<file path="src/rtl/axi4stream_row_block_scheduler_pkg.sv">
// Shared definitions for the row/block scheduler: FSM state encoding and
// elaboration-time sizing helpers.
package axi4stream_row_block_scheduler_pkg;

    typedef enum logic [1:0] {
        ST_IDLE  = 2'd0,
        ST_CLEAR = 2'd1,
        ST_FILL  = 2'd2,
        ST_HOLD  = 2'd3
    } sched_state_e;

    function automatic int unsigned clog2(input int unsigned n);
        int unsigned r;
        longint unsigned v;
        r = 0;
        v = 1;
        while (v < longint'(n)) begin
            v = v << 1;
            r = r + 1;
        end
        return r;
    endfunction

    // Index width that never collapses to zero bits for single-entry ranges.
    function automatic int unsigned idx_width(input int unsigned n);
        return (clog2(n) == 0) ? 1 : clog2(n);
    endfunction

    function automatic int unsigned ceil_div(input int unsigned a, input int unsigned b);
        return (a + b - 1) / b;
    endfunction

endpackage

</file>
<file path="src/rtl/axi4stream_row_block_scheduler_beat_row_counter.sv">
// Beat-in-row and row-in-block counters; flags the last beat of a row and
// the last beat of a block.
module axi4stream_row_block_scheduler_beat_row_counter
    import axi4stream_row_block_scheduler_pkg::*;
#(
    parameter  int unsigned BEATS_PER_ROW = 3,
    parameter  int unsigned N_ROWS        = 2,
    localparam int unsigned ROW_W         = idx_width(N_ROWS)
) (
    input  logic             clk_i,
    input  logic             rst_i,
    input  logic             clr_i,
    input  logic             beat_i,
    output logic [ROW_W-1:0] row_o,
    output logic             row_wrap_o,
    output logic             blk_last_o
);
    localparam int unsigned BEAT_W = idx_width(BEATS_PER_ROW);

    logic [BEAT_W-1:0] beat_q;
    logic [ROW_W-1:0]  row_q;

    assign row_wrap_o = (beat_q == BEAT_W'(BEATS_PER_ROW - 1));
    assign blk_last_o = row_wrap_o && (row_q == ROW_W'(N_ROWS - 1));
    assign row_o      = row_q;

    always_ff @(posedge clk_i) begin
        if (rst_i || clr_i) begin
            beat_q <= '0;
            row_q  <= '0;
        end else if (beat_i) begin
            if (row_wrap_o) begin
                beat_q <= '0;
                row_q  <= blk_last_o ? '0 : row_q + ROW_W'(1);
            end else begin
                beat_q <= beat_q + BEAT_W'(1);
            end
        end
    end

endmodule

</file>
<file path="src/rtl/axi4stream_row_block_scheduler.sv">
// Sequences the stream row buffer: clears it, passes DMA beats through,
// flags each full block and stalls the DMA until the core takes it.
module axi4stream_row_block_scheduler
    import axi4stream_row_block_scheduler_pkg::*;
#(
    parameter  int unsigned AXI_PACKET_SIZE = 8,
    parameter  int unsigned ROW_SIZE        = 20,
    parameter  int unsigned N_ROWS          = 2,
    localparam int unsigned ROW_W           = idx_width(N_ROWS)
) (
    input  logic                       aclk,
    input  logic                       areset,
    input  logic                       enable,
    input  logic [AXI_PACKET_SIZE-1:0] s_tdata,
    input  logic                       s_tvalid,
    input  logic                       s_tlast,
    output logic                       s_tready,
    output logic [AXI_PACKET_SIZE-1:0] m_tdata,
    output logic                       m_tvalid,
    output logic                       m_tlast,
    input  logic                       m_tready,
    output logic                       buf_clear,
    output logic                       blk_valid,
    input  logic                       blk_ready,
    output logic [ROW_W-1:0]           row_idx,
    output logic [15:0]                blk_count,
    output logic                       err_tlast
);
    localparam int unsigned BEATS_PER_ROW = ceil_div(ROW_SIZE, AXI_PACKET_SIZE);

    sched_state_e state_q;
    logic         buf_clear_q;
    logic         blk_valid_q;
    logic [15:0]  blk_count_q;
    logic         err_tlast_q;
    logic         fill;
    logic         beat_acc;
    logic         row_wrap;
    logic         blk_last;

    // Zero-latency pass-through, gated to the FILL window.
    assign fill     = (state_q == ST_FILL);
    assign beat_acc = fill & s_tvalid & m_tready;
    assign s_tready = fill & m_tready;
    assign m_tvalid = fill & s_tvalid;
    assign m_tdata  = s_tdata;
    assign m_tlast  = fill & row_wrap;

    assign buf_clear = buf_clear_q;
    assign blk_valid = blk_valid_q;
    assign blk_count = blk_count_q;
    assign err_tlast = err_tlast_q;

    axi4stream_row_block_scheduler_beat_row_counter #(
        .BEATS_PER_ROW (BEATS_PER_ROW),
        .N_ROWS        (N_ROWS)
    ) u_cnt (
        .clk_i      (aclk),
        .rst_i      (areset),
        .clr_i      (state_q == ST_CLEAR),
        .beat_i     (beat_acc),
        .row_o      (row_idx),
        .row_wrap_o (row_wrap),
        .blk_last_o (blk_last)
    );

    always_ff @(posedge aclk) begin
        if (areset) begin
            state_q     <= ST_IDLE;
            buf_clear_q <= 1'b0;
            blk_valid_q <= 1'b0;
            blk_count_q <= 16'd0;
            err_tlast_q <= 1'b0;
        end else begin
            buf_clear_q <= 1'b0;
            case (state_q)
                ST_IDLE: begin
                    if (enable) begin
                        state_q     <= ST_CLEAR;
                        buf_clear_q <= 1'b1;
                    end
                end
                ST_CLEAR: state_q <= ST_FILL;
                ST_FILL: begin
                    // Early tlast gives a short block; a missing tlast still ends it.
                    if (beat_acc) begin
                        if (s_tlast ^ blk_last) err_tlast_q <= 1'b1;
                        if (s_tlast | blk_last) begin
                            state_q     <= ST_HOLD;
                            blk_valid_q <= 1'b1;
                        end
                    end
                end
                ST_HOLD: begin
                    if (blk_ready) begin
                        blk_valid_q <= 1'b0;
                        blk_count_q <= blk_count_q + 16'd1;
                        if (enable) begin
                            state_q     <= ST_CLEAR;
                            buf_clear_q <= 1'b1;
                        end else begin
                            state_q <= ST_IDLE;
                        end
                    end
                end
                default: state_q <= ST_IDLE;
            endcase
        end
    end

endmodule
</file>
<file path="config.mk">
export PLATFORM = sky130hd
export DESIGN_NAME = axi4stream_row_block_scheduler
export DESIGN_NICKNAME = d
export VERILOG_FILES = /design/src/rtl/axi4stream_row_block_scheduler_pkg.sv /design/src/rtl/axi4stream_row_block_scheduler_beat_row_counter.sv /design/src/rtl/axi4stream_row_block_scheduler.sv
export SDC_FILE = /design/constraint.sdc
export NUM_CORES = 1
export LEC_CHECK = 0
export CELL_PAD_IN_SITES_DETAIL_PLACEMENT = 0
export CELL_PAD_IN_SITES_GLOBAL_PLACEMENT = 1
export CORE_MARGIN = 5
export CORE_UTILIZATION = 33
export CTS_BUF_LIST = sky130_fd_sc_hd__clkbuf_8
export CTS_CLUSTER_SIZE = 10
export DETAILED_ROUTE_END_ITERATION = 8
export PLACE_DENSITY = 0.84
export SYNTH_ARGS = -nofsm -noshare
export SYNTH_HDL_FRONTEND = slang
export SYNTH_HIERARCHICAL = 1
export SYNTH_SLANG_ARGS = --single-unit
</file>
<file path="constraint.sdc">
create_clock -name aclk -period 2.3 [get_ports aclk]
set_clock_uncertainty 0.2 [all_clocks]
set_input_delay 0.46 -clock aclk [delete_from_list [all_inputs] [get_ports aclk]]
set_output_delay 0.46 -clock aclk [all_outputs]
set_load 0.01 [all_outputs]
</file>
==> results of run 1 <==
==> per-stage QoR <==
| stage | TNS [ns] | hold slack (ns) | instance area [µm²] | power (µW) |
|---|---|---|---|---|
| 2_1_floorplan | 0 | 0.274 | 1270 | 681 |
| 3_3_place_gp | -0.0996 | 0.255 | 1610 | 768 |
| 3_5_place_dp | -0.223 | 0.267 | 1610 | 796 |
| 4_1_cts | 0 | 0.292 | 1700 | 1190 |
| 5_1_grt | 0 | 0.310 | 1720 | 1280 |
| 6_report | 0 | 0.298 | 1720 | 1200 |
==> flip-flops by register name, indices dropped and copies added, names as in the netlist <==
signal	cells
u_cnt/beat_q	2
u_cnt/row_o	1
state_q	2
buf_clear	1
blk_count	16
err_tlast	1
blk_valid	1
==> per-layer routing <==
layer  global-route usage, %  share of wire [%]
met3                    3.32                5.0
met5                       0                  0
met4                    5.64                1.3
met2                    22.9                 50
met1                    13.7                 43
==> timing repair <==
action / in CTS / in global routing
setup endpoints to repair: 3 / 5
gates resized for setup: 3 / 5
buffers inserted: 0 / 2
pin swaps: 0 / 1
==> placed cells by master (no fill, tap or decap), types with 2 or more instances in the layout <==
cell | netlist | final
buf_4 | 8 | 10
clkbuf_8 | 0 | 3
dfxtp_2 | 0 | 2
xnor2_1 | 9 | 9
nand3_1 | 3 | 3
clkdlybuf4s50_1 | 0 | 27
a211oi_1 | 2 | 2
a21oi_1 | 4 | 4
dlymetal6s2s_1 | 0 | 2
nand2_1 | 6 | 6
nand4_1 | 4 | 4
nand3b_1 | 3 | 3
nor4_1 | 5 | 5
inv_2 | 1 | 2
xor2_1 | 3 | 3
dfxtp_1 | 24 | 22
nor2_1 | 18 | 18
nor3_1 | 5 | 5
inv_1 | 9 | 8
and2_1 | 5 | 5
ha_1 | 7 | 6
nand2b_1 | 3 | 3
==> layout make-up <==
type                       instances  area (µm²)
multi-input combinational         99         698
fill                             362        1970
tap                               48        60.1
clock inverter                     1        30.0
inverter                          10        37.5
timing repair buffer              39         370
sequential                        24         483
clock buffer                       3        41.3
==> tightest hold or removal path, cell delays in order (launching register included) <==
cell     delay (ns)
dfxtp_1        0.34
a21oi_1        0.04
nor2_1         0.08
==> worst min path at each step <==
stage,cells past startpoint,slack (ns),startpoint,endpoint
floorplan,2,0.27,u_cnt/beat_q[1]$_SDFFE_PP0P_,u_cnt/beat_q[1]$_SDFFE_PP0P_
global placement,2,0.26,err_tlast$_SDFFE_PP0P_,err_tlast$_SDFFE_PP0P_
detailed placement,2,0.27,err_tlast$_SDFFE_PP0P_,err_tlast$_SDFFE_PP0P_
CTS,2,0.29,err_tlast$_SDFFE_PP0P_,err_tlast$_SDFFE_PP0P_
global route,2,0.31,err_tlast$_SDFFE_PP0P_,err_tlast$_SDFFE_PP0P_
finish,2,0.30,err_tlast$_SDFFE_PP0P_,err_tlast$_SDFFE_PP0P_
==> where the power goes <==
part / leakage (µW) / switching, µW / internal [µW]
Clock: 0.0000357 / 138 / 233
Sequential: 0.000195 / 33.8 / 446
Combinational: 0.000432 / 168 / 181
==> cell families (layout without fill, tap and decap cells) <==
kind of cell | after synthesis | count (layout) | share of synthesized area [%]
buffers and inverters | 20 | 53 | 8.28
DFF | 24 | 24 | 37.9
and+or+nand+nor | 62 | 62 | 27.3
muxes | 3 | 3 | 2.56
xor gates and xnor gates | 12 | 12 | 8.28
adders and majority gates | 7 | 7 | 6.90
AOI/OAI and AO/OA | 15 | 15 | 8.78
==> reports/qor.log, run 1 <==
qor: route.first_iter_violations 62
qor: cells_and_area.post-route-util 46.6%
qor: yosys.yosysMostFrequentCell dfxtp_1
qor: clocking.htreeDepth 1
qor: cells_and_area.nets_finish 199
qor: critical_path.cp-endpoint m_tvalid
qor: yosys.netlist.top_cell.by_area dfxtp_1
qor: place.dp_slack -0.130 ns
qor: route.drt_wl_total 3.03 mm
qor: yosys.post_synth_top_area_share 37.9%
qor: global_route.groute.usage.overall 12.6%
qor: yosys.yosys_warnings 6
qor: critical_path.crit_buf_inv 2
qor: critical_path.reg2reg_to state_q[0]$_SDFFE_PP0P_
qor: yosys.postSynthRegisterBits 24
qor: yosys.synthTopCellsByArea dfxtp_1, ha_1, xnor2_1, nor2_1, buf_4
qor: critical_path.path_delay_family buffers and inverters
qor: timing.drv_slew 0
qor: critical_path.worst_ep_arrival_time 1.58 ns
qor: timing.post-route-worst-setup-slack 0.0570 ns
qor: yosys.synth_common_cells dfxtp_1, nor2_1, inv_1, xnor2_1, buf_4
qor: clocking.tritoncts yes
qor: critical_path.r2r-start u_cnt/beat_q[1]$_SDFFE_PP0P_
qor: power_and_ir_drop.static-leakage-power 0.000663 µW
qor: place.placement.io_buffers 29
qor: timing.grt_setup_unrepaired no
qor: route.wl_per_cell 13.5 µm
qor: critical_path.critical_path_peak_fanout 2
qor: critical_path.timing.reg2reg.worst_path_depth 9
qor: critical_path.timing.reg2reg.setup_slack 0.22 ns
qor: yosys.synth_seq_area_share 37.9%
qor: critical_path.biggest_cell_delay_along_the_critical_path 0.52 ns
qor: cells_and_area.areaGrowthSynthToFinish 35.6%
qor: timing.fin_crit 2.24 ns
qor: floorplanning.coreArea 3690 µm²
qor: critical_path.crit_path_start s_tvalid
qor: critical_path.crit_path_start_kind input pin
qor: global_route.overflow 0
qor: timing.worst_slew_margin_rel 71.3%
qor: yosys.ys_types 40
qor: global_route.grt_start_max_net_pins 15
qor: route.routed_via_density 4.91
qor: yosys.asyncSetResetFlopFracSynth 0%
qor: global_route.grt_first_pass_wirelength 5.26 mm
qor: critical_path.critPathCaptureType output port
qor: timing.setup_violations 0
qor: critical_path.worst-path-stages 3
qor: floorplanning.die_h 72.0 µm
qor: route.tritonroute_pass_1_iters 4
qor: run_status.run_status complete, no violations
qor: clocking.cts_root_buf clkbuf_8
qor: power_and_ir_drop.power_density 697 nW/µm²
qor: clocking.ctsLongestPathBuffers 2
qor: timing.period_share 97.5%
qor: clocking.numCtsBuffers 3
qor: timing.max_freq 446 MHz
qor: timing.tightestPinTransition 0.426 ns
qor: yosys.synth_net_count 165
qor: clocking.clk-insertion-delay-late 0.26 ns
qor: cells_and_area.antenna_cells 0
qor: floorplanning.fp-row-count 22
qor: cells_and_area.instances_no_fill 224
qor: floorplanning.start_util 34.4%
qor: floorplanning.fp.dieArea 5180 µm²
qor: yosys.post_synth_inst_count 143
qor: critical_path.most_repeated_library_cell_on_the_critical_path clkdlybuf4s50_1
qor: critical_path.crit_chain clkdlybuf4s50_1 > and2_1 > clkdlybuf4s50_1
qor: route.routed-via-count 1100
qor: route.postRouteAntennaNets 0
qor: yosys.synth_edf_count 0
qor: clocking.clk_pin_slew 0.09 ns
qor: clocking.clkSinkCount 24
qor: cells_and_area.share_of_post_route_cells_with_drive_strength_above_1 15.3%
qor: critical_path.required_time_reported_for_the_critical_path_endpoint 1.64 ns
qor: yosys.post_synth_instance_area 1270 µm²
qor: yosys.synth_ff_type dfxtp_1
qor: clocking.cts_hold_repair.buffers 0
qor: timing.timing.final.hold_violations 0
qor: global_route.via_count_of_the_first_global_routing_pass 1185
qor: floorplanning.dieWidth 72.0 µm
qor: place.placed_cells 218
qor: min_path.min-delay-path-class reg2reg
qor: route.drt_drc_violations_left 0
qor: critical_path.crit_path_top_delay_cell clkdlybuf4s50_1
qor: power_and_ir_drop.power.ir.vdd_worst 0.231 mV
qor: floorplanning.num_io_pins 46
qor: yosys.syn_area_per_cell 8.87 µm²
qor: run.cap_viol_max_count 0
qor: global_route.antenna_violations_before_repair 0
qor: place.dpl.hpwl 2.28 mm
qor: place.finalWeightedCongestion 0.806
qor: critical_path.timing.setup.critical_path_class in2out
Power figures use the tool's default switching activity.
==> inputs of run 2 (changes only) <==
--- a/config.mk
+++ b/config.mk
@@ -5,6 +5,7 @@
 export SDC_FILE = /design/constraint.sdc
 export NUM_CORES = 1
 export LEC_CHECK = 0
+export CAP_MARGIN = 10
 export CELL_PAD_IN_SITES_DETAIL_PLACEMENT = 0
 export CELL_PAD_IN_SITES_GLOBAL_PLACEMENT = 1
 export CORE_MARGIN = 5
==> results of run 2 <==
The final DEF is identical to that of run 1; final timing and power are the same.
==> inputs of run 3 (changes only) <==
--- a/config.mk
+++ b/config.mk
@@ -14,6 +14,7 @@
 export CTS_CLUSTER_SIZE = 10
 export DETAILED_ROUTE_END_ITERATION = 8
 export PLACE_DENSITY = 0.84
+export SETUP_SLACK_MARGIN = 0.5
 export SYNTH_ARGS = -nofsm -noshare
 export SYNTH_HDL_FRONTEND = slang
 export SYNTH_HIERARCHICAL = 1
==> run 3 against run 2 <==
Compared with the run above: via count down 1.2%; power down 7.2%; clock-buffer cell count up 1; cell count unchanged; highest routed layer unchanged; critical path depth up 6; register-to-register slack better by 0.08 ns; non-clock buffer count unchanged.
==> reports/qor.log, run 3 (synthesis results as in run 1) <==
qor: floorplanning.start_util 34.4%
qor: min_path.min-delay-path-class reg2reg
qor: place.placed_cells 217
qor: cells_and_area.instances_no_fill 224
qor: cells_and_area.flip_flop_count_of_the_largest_register_all_copies_and_words_added 16
qor: cells_and_area.share_of_post_route_cells_with_drive_strength_above_1 25.0%
qor: route.routed_via_density 4.85
qor: critical_path.critPathCaptureType flip-flop
qor: clocking.cts_root_buf clkbuf_8
qor: timing.worst_slew_margin_rel 67.8%
qor: clocking.htreeDepth 1
qor: clocking.ctsLongestPathBuffers 2
qor: cells_and_area.commonest_cells_after_routing_fill_and_taps_aside dlygate4sd2_1, nor2_1, dfxtp_2, dfxtp_1, buf_4
qor: cells_and_area.post-route-util 46.8%
qor: floorplanning.fp-row-count 22
qor: timing.fin_crit 2.00 ns
qor: critical_path.cp-endpoint state_q[0]$_SDFFE_PP0P_
qor: clocking.numCtsBuffers 3
qor: global_route.grt_start_max_net_pins 14
qor: timing.fin_tns_setup 0 ns
qor: critical_path.crit_buf_inv 2
qor: place.finalWeightedCongestion 0.788
qor: critical_path.worst_ep_arrival_time 1.98 ns
qor: route.first_iter_violations 29
qor: critical_path.required_time_reported_for_the_critical_path_endpoint 2.28 ns
qor: run.cap_viol_max_count 0
qor: floorplanning.die_h 72.0 µm
qor: run_status.run_status complete, no violations
qor: critical_path.timing.setup.critical_path_class reg2reg
qor: cells_and_area.post_route_cell_area 1730 µm²
qor: route.routed-via-count 1087
qor: floorplanning.num_io_pins 46
qor: clocking.clk-insertion-delay-late 0.27 ns
qor: clocking.clkSinkCount 24
qor: clocking.cts_hold_repair.buffers 0
qor: route.postRouteAntennaNets 0
qor: clocking.clk_pin_slew 0.09 ns
qor: place.dpl.hpwl 2.07 mm
qor: critical_path.r2r-start u_cnt/beat_q[1]$_SDFFE_PP0P_
qor: critical_path.worst-path-stages 9
qor: timing.setup_violations 0
qor: floorplanning.dieWidth 72.0 µm
qor: route.tritonroute_pass_1_iters 4
qor: floorplanning.coreArea 3690 µm²
qor: global_route.via_count_of_the_first_global_routing_pass 1135
qor: global_route.grt_first_pass_wirelength 4.94 mm
qor: cells_and_area.antenna_cells 0
qor: cells_and_area.layout_commonest_cell dlygate4sd2_1
qor: critical_path.timing.reg2reg.worst_path_depth 9
qor: critical_path.biggest_cell_delay_along_the_critical_path 0.34 ns
qor: cells_and_area.areaGrowthSynthToFinish 36.1%
qor: route.drt_drc_violations_left 0
qor: critical_path.crit_chain nor2b_4 > and2_1 > inv_1 > ha_2 > nand3b_1 > a222oi_1 > buf_4 > o21ai_2 > a221oi_2
qor: power_and_ir_drop.power.ir.vdd_worst 0.299 mV
qor: critical_path.crit_path_start_kind flip-flop
qor: floorplanning.fp.dieArea 5180 µm²
qor: clocking.tritoncts yes
qor: route.drt_wl_total 2.81 mm
qor: route.wl_per_cell 12.5 µm
qor: place.placedInstanceArea 1610 µm²
qor: timing.finalHoldWorstSlack 0.284 ns
qor: global_route.overflow 0
qor: critical_path.crit_path_start u_cnt/beat_q[1]$_SDFFE_PP0P_
qor: critical_path.crit_path_top_delay_cell dfxtp_2
qor: critical_path.timing.reg2reg.setup_slack 0.30 ns
qor: power_and_ir_drop.power_density 645 nW/µm²
qor: place.placement.io_buffers 29
qor: critical_path.critical_path_peak_fanout 3
qor: global_route.groute.usage.overall 11.7%
qor: timing.drv_slew 0
qor: power_and_ir_drop.static-leakage-power 0.000764 µW
qor: timing.grt_setup_unrepaired yes
qor: timing.period_share 87.0%
qor: critical_path.reg2reg_to state_q[0]$_SDFFE_PP0P_
qor: cells_and_area.nets_finish 199
qor: cells_and_area.layout.filler_cells 377
qor: timing.max_freq 500 MHz
qor: global_route.antenna_violations_before_repair 0
qor: critical_path.path_delay_family compound AO/OA/AOI/OAI gates
qor: timing.timing.final.hold_violations 0
qor: timing.tightestPinTransition 0.481 ns
run 3: layer usage:
metal	part of all wire [%]	global-route usage, %
met2	50	21.2
met1	44	13.2
met5	0	0
met3	4.9	2.63
met4	1.6	5.01
run 3: timing repair:
action / in CTS / in global routing
gates resized for setup: 47 / 3
pin swaps: 3 / 3
setup buffers: 2 / 1
endpoints found under the setup margin: 34 / 16
run 3: how the worst min path moves through the flow:
| stage | from | endpoint | slack [ns] | cells past startpoint |
|---|---|---|---|---|
| 2_1_floorplan | u_cnt/beat_q[1]$_SDFFE_PP0P_ | u_cnt/beat_q[1]$_SDFFE_PP0P_ | 0.26 | 2 |
| 3_3_place_gp | err_tlast$_SDFFE_PP0P_ | err_tlast$_SDFFE_PP0P_ | 0.28 | 2 |
| 3_5_place_dp | err_tlast$_SDFFE_PP0P_ | err_tlast$_SDFFE_PP0P_ | 0.28 | 2 |
| 4_1_cts | err_tlast$_SDFFE_PP0P_ | err_tlast$_SDFFE_PP0P_ | 0.29 | 2 |
| 5_1_grt | blk_count[1]$_SDFFE_PP0P_ | blk_count[1]$_SDFFE_PP0P_ | 0.32 | 2 |
| 6_report | err_tlast$_SDFFE_PP0P_ | err_tlast$_SDFFE_PP0P_ | 0.28 | 2 |
run 3: area by class of cell:
class	count	area (µm²)	share of cell area, %
timing repair buffer	39	339	19.6
multi-input combinational	99	739	42.8
inverter	10	37.5	2.17
clock buffer	4	55.1	3.19
tap	48	60.1	3.48
sequential	24	495	28.7
run 3: report_power, final:
group          internal (µW)  total [µW]  switching, µW  leakage (µW)
Clock                    153         289            137     0.0000288
Combinational            173         343            170      0.000535
Sequential               447         481           33.7      0.000200
run 3: per-stage QoR:
stage          setup slack [ns]  power [µW]
6_report                  0.300        1110
3_5_place_dp            -0.0964         786
5_1_grt                   0.201        1180
4_1_cts                   0.240        1100
3_3_place_gp            -0.0359         766
2_1_floorplan             0.313         681
run 3: worst min-delay path: stages, from the launching register on:
cell and delay [ns]:
dfxtp_1 0.33, a21oi_1 0.04, nor2_1 0.07
